[src/rtl/acf_readout_scheduler.sv]
// rtl/acf_readout_scheduler.sv - acquisition timer and multi-channel ACF readout sequencer
module acf_readout_scheduler #(
    parameter int NUM_CH    = 4,
    parameter int NUM_BINS  = 20,
    parameter int BIN_SIZE  = 8,
    parameter int CNTR_SIZE = 32,
    parameter int TIMEOUT   = 16
) (
    input  logic                            CLK,
    input  logic                            rst_n,
    input  logic                            acq_en,
    input  logic                            tick,
    input  logic [31:0]                     t_acq,
    input  logic                            err_clr,
    input  logic [15:0]                     fifo_free,
    input  logic [NUM_CH*(NUM_BINS+33)-1:0] ch_acfEl,
    input  logic [NUM_CH-1:0]               ch_wrEn,
    output logic [NUM_CH-1:0]               ch_initTx,
    output logic                            ch_CE,
    output logic [CNTR_SIZE-1:0]            presentTime,
    output logic [NUM_BINS+32:0]            fifo_din,
    output logic                            fifo_wrEn,
    output logic [31:0]                     frame_cnt,
    output logic                            busy,
    output logic                            frame_done,
    output logic [2:0]                      err
);

    localparam int W     = NUM_BINS + 33;
    localparam int WPC   = BIN_SIZE * (NUM_BINS + 1) + 1;
    localparam int SEL_W = (NUM_CH > 1) ? $clog2(NUM_CH) : 1;
    localparam int WC_W  = $clog2(WPC + 1);
    localparam int TO_W  = $clog2(TIMEOUT + 1);

    localparam logic [16:0]      SPACE_NEED = 17'(WPC + 1);
    localparam logic [SEL_W-1:0] LAST_SEL   = SEL_W'(NUM_CH - 1);
    localparam logic [WC_W-1:0]  LAST_WORD  = WC_W'(WPC - 1);
    localparam logic [TO_W-1:0]  LAST_IDLE  = TO_W'(TIMEOUT - 1);

    localparam logic [2:0] S_IDLE   = 3'd0;
    localparam logic [2:0] S_ACQ    = 3'd1;
    localparam logic [2:0] S_WAIT   = 3'd2;
    localparam logic [2:0] S_HDR    = 3'd3;
    localparam logic [2:0] S_INIT   = 3'd4;
    localparam logic [2:0] S_STREAM = 3'd5;
    localparam logic [2:0] S_NEXT   = 3'd6;

    logic [2:0]       state;
    logic [31:0]      pcnt;
    logic [SEL_W-1:0] sel;
    logic [WC_W-1:0]  wcnt;
    logic [TO_W-1:0]  idle;
    logic [W-1:0]     word_q;
    logic             word_v;

    logic             acq_rise;
    logic [31:0]      pcnt_last;
    logic             period_end;
    logic             wr_sel;
    logic             to_hit;
    logic             stray;
    logic [W-1:0]     sel_word;
    logic [W-1:0]     header;

    // ch_CE is acq_en delayed by one cycle, so it doubles as the edge-detect history
    assign acq_rise   = acq_en & ~ch_CE;
    assign pcnt_last  = (t_acq == 32'd0) ? 32'd0 : t_acq - 32'd1;
    // >= keeps the period bounded if t_acq is lowered mid-period
    assign period_end = acq_en & ~acq_rise & tick & (pcnt >= pcnt_last);

    assign wr_sel = (state == S_STREAM) & ch_wrEn[sel];
    assign to_hit = (state == S_STREAM) & ~ch_wrEn[sel] & (idle == LAST_IDLE);

    always_comb begin
        stray    = 1'b0;
        sel_word = '0;
        for (int c = 0; c < NUM_CH; c++) begin
            if (ch_wrEn[c] && !(state == S_STREAM && sel == SEL_W'(c)))
                stray = 1'b1;
            if (sel == SEL_W'(c))
                sel_word = ch_acfEl[c*W +: W];
        end
    end

    assign header     = W'({frame_cnt[15:0], 8'(sel)});
    assign busy       = (state >= S_WAIT) && (state <= S_NEXT);
    assign frame_done = (state == S_NEXT) && (sel == LAST_SEL);
    assign ch_initTx  = (state == S_INIT) ? (NUM_CH'(1) << sel) : '0;
    assign fifo_wrEn  = (state == S_HDR) | word_v;
    assign fifo_din   = (state == S_HDR) ? header : word_q;

    always_ff @(posedge CLK or negedge rst_n) begin
        if (!rst_n) begin
            ch_CE       <= 1'b0;
            presentTime <= '0;
            pcnt        <= '0;
        end else begin
            ch_CE <= acq_en;
            if (acq_rise) begin
                presentTime <= '0;
                pcnt        <= '0;
            end else if (acq_en && tick) begin
                presentTime <= presentTime + 1'b1;
                pcnt        <= period_end ? 32'd0 : pcnt + 32'd1;
            end
        end
    end

    always_ff @(posedge CLK or negedge rst_n) begin
        if (!rst_n) begin
            err <= '0;
        end else if (err_clr) begin
            err <= '0;
        end else begin
            err <= err | {stray, to_hit, period_end & busy};
        end
    end

    always_ff @(posedge CLK or negedge rst_n) begin
        if (!rst_n) begin
            state     <= S_IDLE;
            sel       <= '0;
            wcnt      <= '0;
            idle      <= '0;
            word_q    <= '0;
            word_v    <= 1'b0;
            frame_cnt <= '0;
        end else begin
            word_v <= 1'b0;
            if (wr_sel) begin
                word_q <= sel_word;
                word_v <= 1'b1;
            end
            case (state)
                S_IDLE, S_ACQ: begin
                    if (period_end) begin
                        sel   <= '0;
                        state <= S_WAIT;
                    end else begin
                        state <= acq_en ? S_ACQ : S_IDLE;
                    end
                end
                // channels cannot be throttled, so a full dump must fit before starting
                S_WAIT: if ({1'b0, fifo_free} >= SPACE_NEED) state <= S_HDR;
                S_HDR:  state <= S_INIT;
                S_INIT: begin
                    wcnt  <= '0;
                    idle  <= '0;
                    state <= S_STREAM;
                end
                S_STREAM: begin
                    if (wr_sel) begin
                        idle <= '0;
                        wcnt <= wcnt + 1'b1;
                        if (wcnt == LAST_WORD) state <= S_NEXT;
                    end else if (to_hit) begin
                        state <= S_NEXT;
                    end else begin
                        idle <= idle + 1'b1;
                    end
                end
                S_NEXT: begin
                    if (sel != LAST_SEL) begin
                        sel   <= sel + 1'b1;
                        state <= S_WAIT;
                    end else begin
                        frame_cnt <= frame_cnt + 32'd1;
                        state     <= acq_en ? S_ACQ : S_IDLE;
                    end
                end
                default: state <= S_IDLE;
            endcase
        end
    end

endmodule
[config.mk]
export PLATFORM = sky130hd
export DESIGN_NAME = acf_readout_scheduler
export DESIGN_NICKNAME = d
export VERILOG_FILES = /design/src/rtl/acf_readout_scheduler.sv
export SDC_FILE = /design/constraint.sdc
export NUM_CORES = 1
export LEC_CHECK = 0
export BUFFER_PORTS_ARGS = -buffer_cell sky130_fd_sc_hd__buf_2
export CAP_MARGIN = 20
export CORE_MARGIN = 1
export CORE_UTILIZATION = 47
export DETAILED_ROUTE_END_ITERATION = 6
export PLACE_DENSITY = 0.79
export RECOVER_POWER = 50
export SYNTH_ARGS = -nofsm -noshare
export SYNTH_HDL_FRONTEND = slang
export SYNTH_SLANG_ARGS = --single-unit
[constraint.sdc]
create_clock -name CLK -period 2.6 [get_ports CLK]
set_clock_uncertainty 0.05 [all_clocks]
set_input_delay 0.52 -clock CLK [delete_from_list [all_inputs] [get_ports CLK]]
set_output_delay 0.52 -clock CLK [all_outputs]
set_load 0.02 [all_outputs]
; Word-level counts from Yosys, hierarchy flattened
; Cells that the tools add are included.
[totals]
out_inout_bits = 128
inputBits = 269
register_bits = 172
[op_classes]
reduce_logical = 27
add_sub_neg = 7
n_lt_le_gt_ge = 5
bitwise = 14
shift = 1
eq_ne = 19
muxes = 36
[op_table]
columns = operator, count
row1 = two-way mux 53 bit, 5
row2 = two-way mux 32 bit, 6
row3 = adder 32 x 1 -> 32 bit (second input constant), 3
row4 = >= comparator 32 bit, 1
row5 = logical NOT 32 bit, 1
row6 = subtractor 32 x 1 -> 32 bit (second input constant), 1
row7 = one-hot mux 3 bit (6 select lines), 1
row8 = >= comparator 16 x 8 -> 1 bit (second input constant), 1
row9 = one-hot mux 8 bit (2 select lines), 1
row10 = two-way mux 3 bit, 5
row11 = logical AND 1 bit, 11
row12 = two-way mux 5 bit, 2
row13 = one-hot mux 5 bit (2 select lines), 1
row14 = == test 3 bit (second input constant), 3
row15 = adder 8 x 1 -> 8 bit (second input constant), 1
row16 = AND 1 bit, 8
row17 = == test 8 bit (second input constant), 1
row18 = two-way mux 2 bit, 4
row19 = two-way mux 8 bit, 1
row20 = != test 2 bit (second input constant), 4
row21 = two-way mux 1 bit, 7
row22 = == test 3 x 2 -> 1 bit (second input constant), 2
row23 = != test 3 bit (second input constant), 2
row24 = AND reduction 2 bit, 3
row25 = 24 further kinds, 34

; Logic depth before layout (Yosys ltp)
[depth]
depth_word = 10
ltp_mapped = 16

; Worst setup path before layout
; Ideal clock, no wire load.
[synth_timing]
path_kind = input-to-reg
startpoint = in t_acq[7]
endpoint = reg pcnt[26]
path_stages = 13
required_ns = 2.473
path_slack_ns = -1.337
t_arrival_ns = 3.810
setup_time_ns = 0.077
cell_sequence = or4_1 -> nor3_4 -> nand4_1 -> clkbuf_1 -> and2_1 -> ha_1 -> nand2b_4 -> a2111oi_4 -> and4bb_1 -> o31a_1 -> buf_6 -> or4_1 -> o21ai_1
[synth_via]
elab_chain_cells = 7
elab_cells_between_ends = 8
[synth_rtl]
columns = item, line_no
row1 = from (decl), 13  ; input logic [31:0] t_acq,
row2 = subtractor 32 x 1 -> 32 bit / logical NOT 32 bit (equally long branches), 67  ; assign pcnt_last = (t_acq == 32'd0) ? 32'd0 : t_acq - 32'd1;
row3 = two-way mux 32 bit (*), 67
row4 = >= comparator 32 bit (*), 69  ; assign period_end = acq_en & ~acq_rise & tick & (pcnt >= pcnt_last);
row5 = AND 1 bit (*), 69
row6 = two-way mux 32 bit (*), 104  ; pcnt <= period_end ? 32'd0 : pcnt + 32'd1;
row7 = two-way mux 32 bit (*), 102  ; end else if (acq_en && tick) begin
row8 = two-way mux 32 bit (*), 99  ; if (acq_rise) begin
row9 = to (signal assigned), 104
row10 = to (decl), 49  ; logic [31:0] pcnt;
; Every way passes the cells marked *; elsewhere a longest branch is shown, timed or not. The select of a mux whose other input is x is not followed.
; A chain may end at the register's enable or synchronous reset.

; Worst setup path in the final report
[layout_timing]
startpoint = in t_acq[6]
endpoint = reg pcnt[21]
; The elaborated chain is that of the path after synthesis.

==> impl_metrics.ini <==
[critical_path]
r2r-end = pcnt[26]
path_cells = buf_6, or4_4, nor3_4, buf_4, nand3_2, nor4_4, xor2_1, nand2_1, ha_1, a21oi_1, o21ai_0, a22oi_1, buf_4, nand3_2, buf_6, buf_4, nor4bb_2, a221o_1
end_kind = flop
cp_slowest_cell = or4_4
crit_fanout = 6
path_class = primary input to flop
slowest_delay_ns = 0.54
startpoint_type = primary input
cp.arrival_ns = 4.13
rrSetupSlack_ns = -0.14
cp.required_ns = 2.92
r2r-start = pcnt[0]
reg2reg_depth = 10
critPathBufInv = 5
cp_common_cell = buf_4
cpLargestDelayFamily = simple AND/OR/NAND/NOR gates

[layout]
stdcell_area_um2 = 15800
fin_cells = 2187
final_nets = 2161
areaGrowthSynthToFinish_pct = 36.7
multi_input_area_um2 = 7150
register_area_um2 = 4300
fillers = 2006
drive_above_1_share = 0.329

[logic_synthesis]
synth_ff_type = dfrtp_1
synth_top_cell_area_share = 0.373
syn_nets = 1685
yosys.area.top_type = dfrtp_1
synth_seq_area_share = 0.373
synth_edf_count = 0
synth_warnings = 0
syn_area_um2 = 11500
synth_seq_cells = 172
synthArstFlopShare = 1.00
synth.area.top_cells = dfrtp_1, nand2_1, o21ai_0
syn_inst = 1371
avgSynthCellArea_um2 = 8.42
synth_cell_types = 61

[power]
power.density_nw_per_um2 = 404
vdd.ir_drop.worst_mv = 0.442
p_leak_nw = 7.52

[route]
via_per_inst = 5.91
totalWireLength_um = 43400
dr.pass1.iters = 5
dr_total_vias = 12900
first_iter_violations = 1338
drc = 0
wl_per_cell_um = 19.8
ant_nets = 0

[sta]
slew_viol_final = 71
relSlewSlack = -0.225
timing.hold.ws_ns = 0.300
fmax_ghz = 0.262
period_share = 1.47
finalHoldViolCount = 0
period_minus_slack_ns = 3.82
setup_violations = 38
finalWorstSetupSlack_ns = -1.22
tightest_slew_ns = 1.84
rsz0062_at_grt = true

[cts]
cts_num_sinks = 172
clkLatencyLatePin_ns = 0.43
tritoncts = built
cts_buffers = 17
clock-root-buffer = clkbuf_16
h-tree-depth = 4
hold_buffers = 0
cts.clk_slew.worst_paths_ns = 0.07
cts_buffer_depth = 2

[grt]
grt.overflow.total = 0
grt_pass1_wl_um = 63800
antenna_found_initial = 10
grt_max_degree = 112
grt_use_total = 0.333
grt_pass1_vias = 11700

[floorplan]
coreArea_um2 = 23800
rows = 56
ioPinCount = 397
die_area_um2 = 25200
dieHeight_um = 159
die_w_um = 159
start_util = 0.486

[placement]
dpl.hpwl_um = 31600
post-place-ws_ns = -1.62
portBuffers = 395
placed_cells = 2127
gp_congestion = 0.866
placed_area_um2 = 14800

[run_status]
outcome = finished, violations left
violations = max-capacitance violations, max-slew violations, negative setup slack

[flow_run]
max_cap_violations = 1

[hold_path]
hp-class = primary input to flop
min_path_cells = 2
hold-path-endpoint = err[2]
worstHoldStart = err_clr
-- report_power, final --
group	leakage, nW	switching [mW]	internal, mW
logic	4.90	0.507	0.415
clock network	0.272	1.19	1.43
registers	2.35	0.0732	2.75
total	7.52	1.77	4.60
-- stage by stage --
stage	util	TNS, ns	total power [mW]
floorplan	-	-40.75	3.24
global placement	0.624	-54.65	3.74
finish	0.664	-41.48	6.37
detailed placement	0.624	-57.06	3.77
global route	0.664	-50.28	6.61
CTS	0.661	-35.98	6.38
-- sequential cells by signal (all words and copies together) (netlist names) --
name,flops
ch_CE,1
err,3
frame_cnt,32
idle,5
pcnt,32
presentTime,32
sel,2
state,3
wcnt,8
word_q,53
word_v,1
-- cell families after synthesis --
kind of cell / count (synthesis) / share of synthesized area
simple gates: 620 / 0.284
compound gates: 330 / 0.183
flops: 172 / 0.373
buf+inv: 115 / 0.0397
xor+xnor: 73 / 0.0554
fa+ha+maj: 45 / 0.0488
mux: 16 / 0.0166
-- metal layers --
metal,global-route usage,wire (um)
met5,0,13
met4,0.185,2280
met3,0.0890,3390
met2,0.539,20700
met1,0.403,17000
-- cell type report --
| cell class | count | area share |
|---|---|---|
| Clock buffer | 17 | 0.0270 |
| Clock inverter | 13 | 0.00976 |
| Tap cell | 319 | 0.0253 |
| Sequential cell | 172 | 0.273 |
| Multi-Input combinational cell | 1084 | 0.453 |
| Antenna cell | 10 | 0.00159 |
| Inverter | 25 | 0.00595 |
| Timing Repair Buffer | 547 | 0.204 |
-- cell usage after synthesis, types with 5 or more instances --
| library cell | number |
|---|---|
| o31ai_1 | 13 |
| buf_1 | 6 |
| nor2_1 | 57 |
| nor2b_1 | 59 |
| inv_1 | 25 |
| nand3_1 | 47 |
| nand3b_1 | 5 |
| and4_1 | 8 |
| clkbuf_1 | 73 |
| nand2_1 | 174 |
| xnor2_1 | 41 |
| dfrtp_1 | 172 |
| a21oi_1 | 84 |
| a221oi_1 | 53 |
| nor3_1 | 84 |
| xor2_1 | 32 |
| nor3b_1 | 6 |
| a31oi_1 | 6 |
| nand2b_1 | 9 |
| o21ai_0 | 114 |
| nor4b_1 | 7 |
| and3_1 | 23 |
| a22o_1 | 5 |
| nand4_1 | 42 |
| ha_1 | 45 |
| mux2_2 | 15 |
| nor4_1 | 20 |
| a221o_1 | 16 |
| buf_2 | 9 |
| or3_1 | 8 |
| or4_1 | 5 |
| a21o_1 | 10 |
| and2_1 | 45 |
-- layout by cell type (no fill, tap or decap), types with 9 or more instances in the layout --
cell type	count
a21o_1	10
a21oi_1	83
a221o_1	16
a221oi_1	52
and2_1	43
and3_1	23
buf_12	10
buf_2	360
buf_4	125
clkbuf_1	40
clkbuf_16	18
dfrtp_1	172
diode_2	10
ha_1	40
inv_1	25
mux2_2	15
nand2_1	172
nand2b_1	9
nand3_1	45
nand4_1	42
nor2_1	56
nor2b_1	58
nor3_1	78
nor4_1	15
o21ai_0	112
xnor2_1	41
xor2_1	32
-- how the worst max path moves through the flow --
stage,start,endpoint,slack (ns),cells after the start
finish,t_acq[6],pcnt[21],-1.22,18
global route,t_acq[6],pcnt[19],-1.37,18
CTS,t_acq[6],pcnt[27],-1.02,18
global placement,t_acq[6],pcnt[13],-1.55,15
detailed placement,t_acq[6],pcnt[27],-1.62,15
floorplan,t_acq[6],state[0],-1.17,14
-- repair_timing --
item / 4_1_cts / 5_1_grt
setup buffers: 11 / 7
cloned: 0 / 2
resized for setup: 35 / 17
hold endpoints to repair: 0 / 0
endpoints found under the setup margin: 38 / 38
pin swaps: 18 / 13
Note: power is estimated with default switching activity, not from simulation.
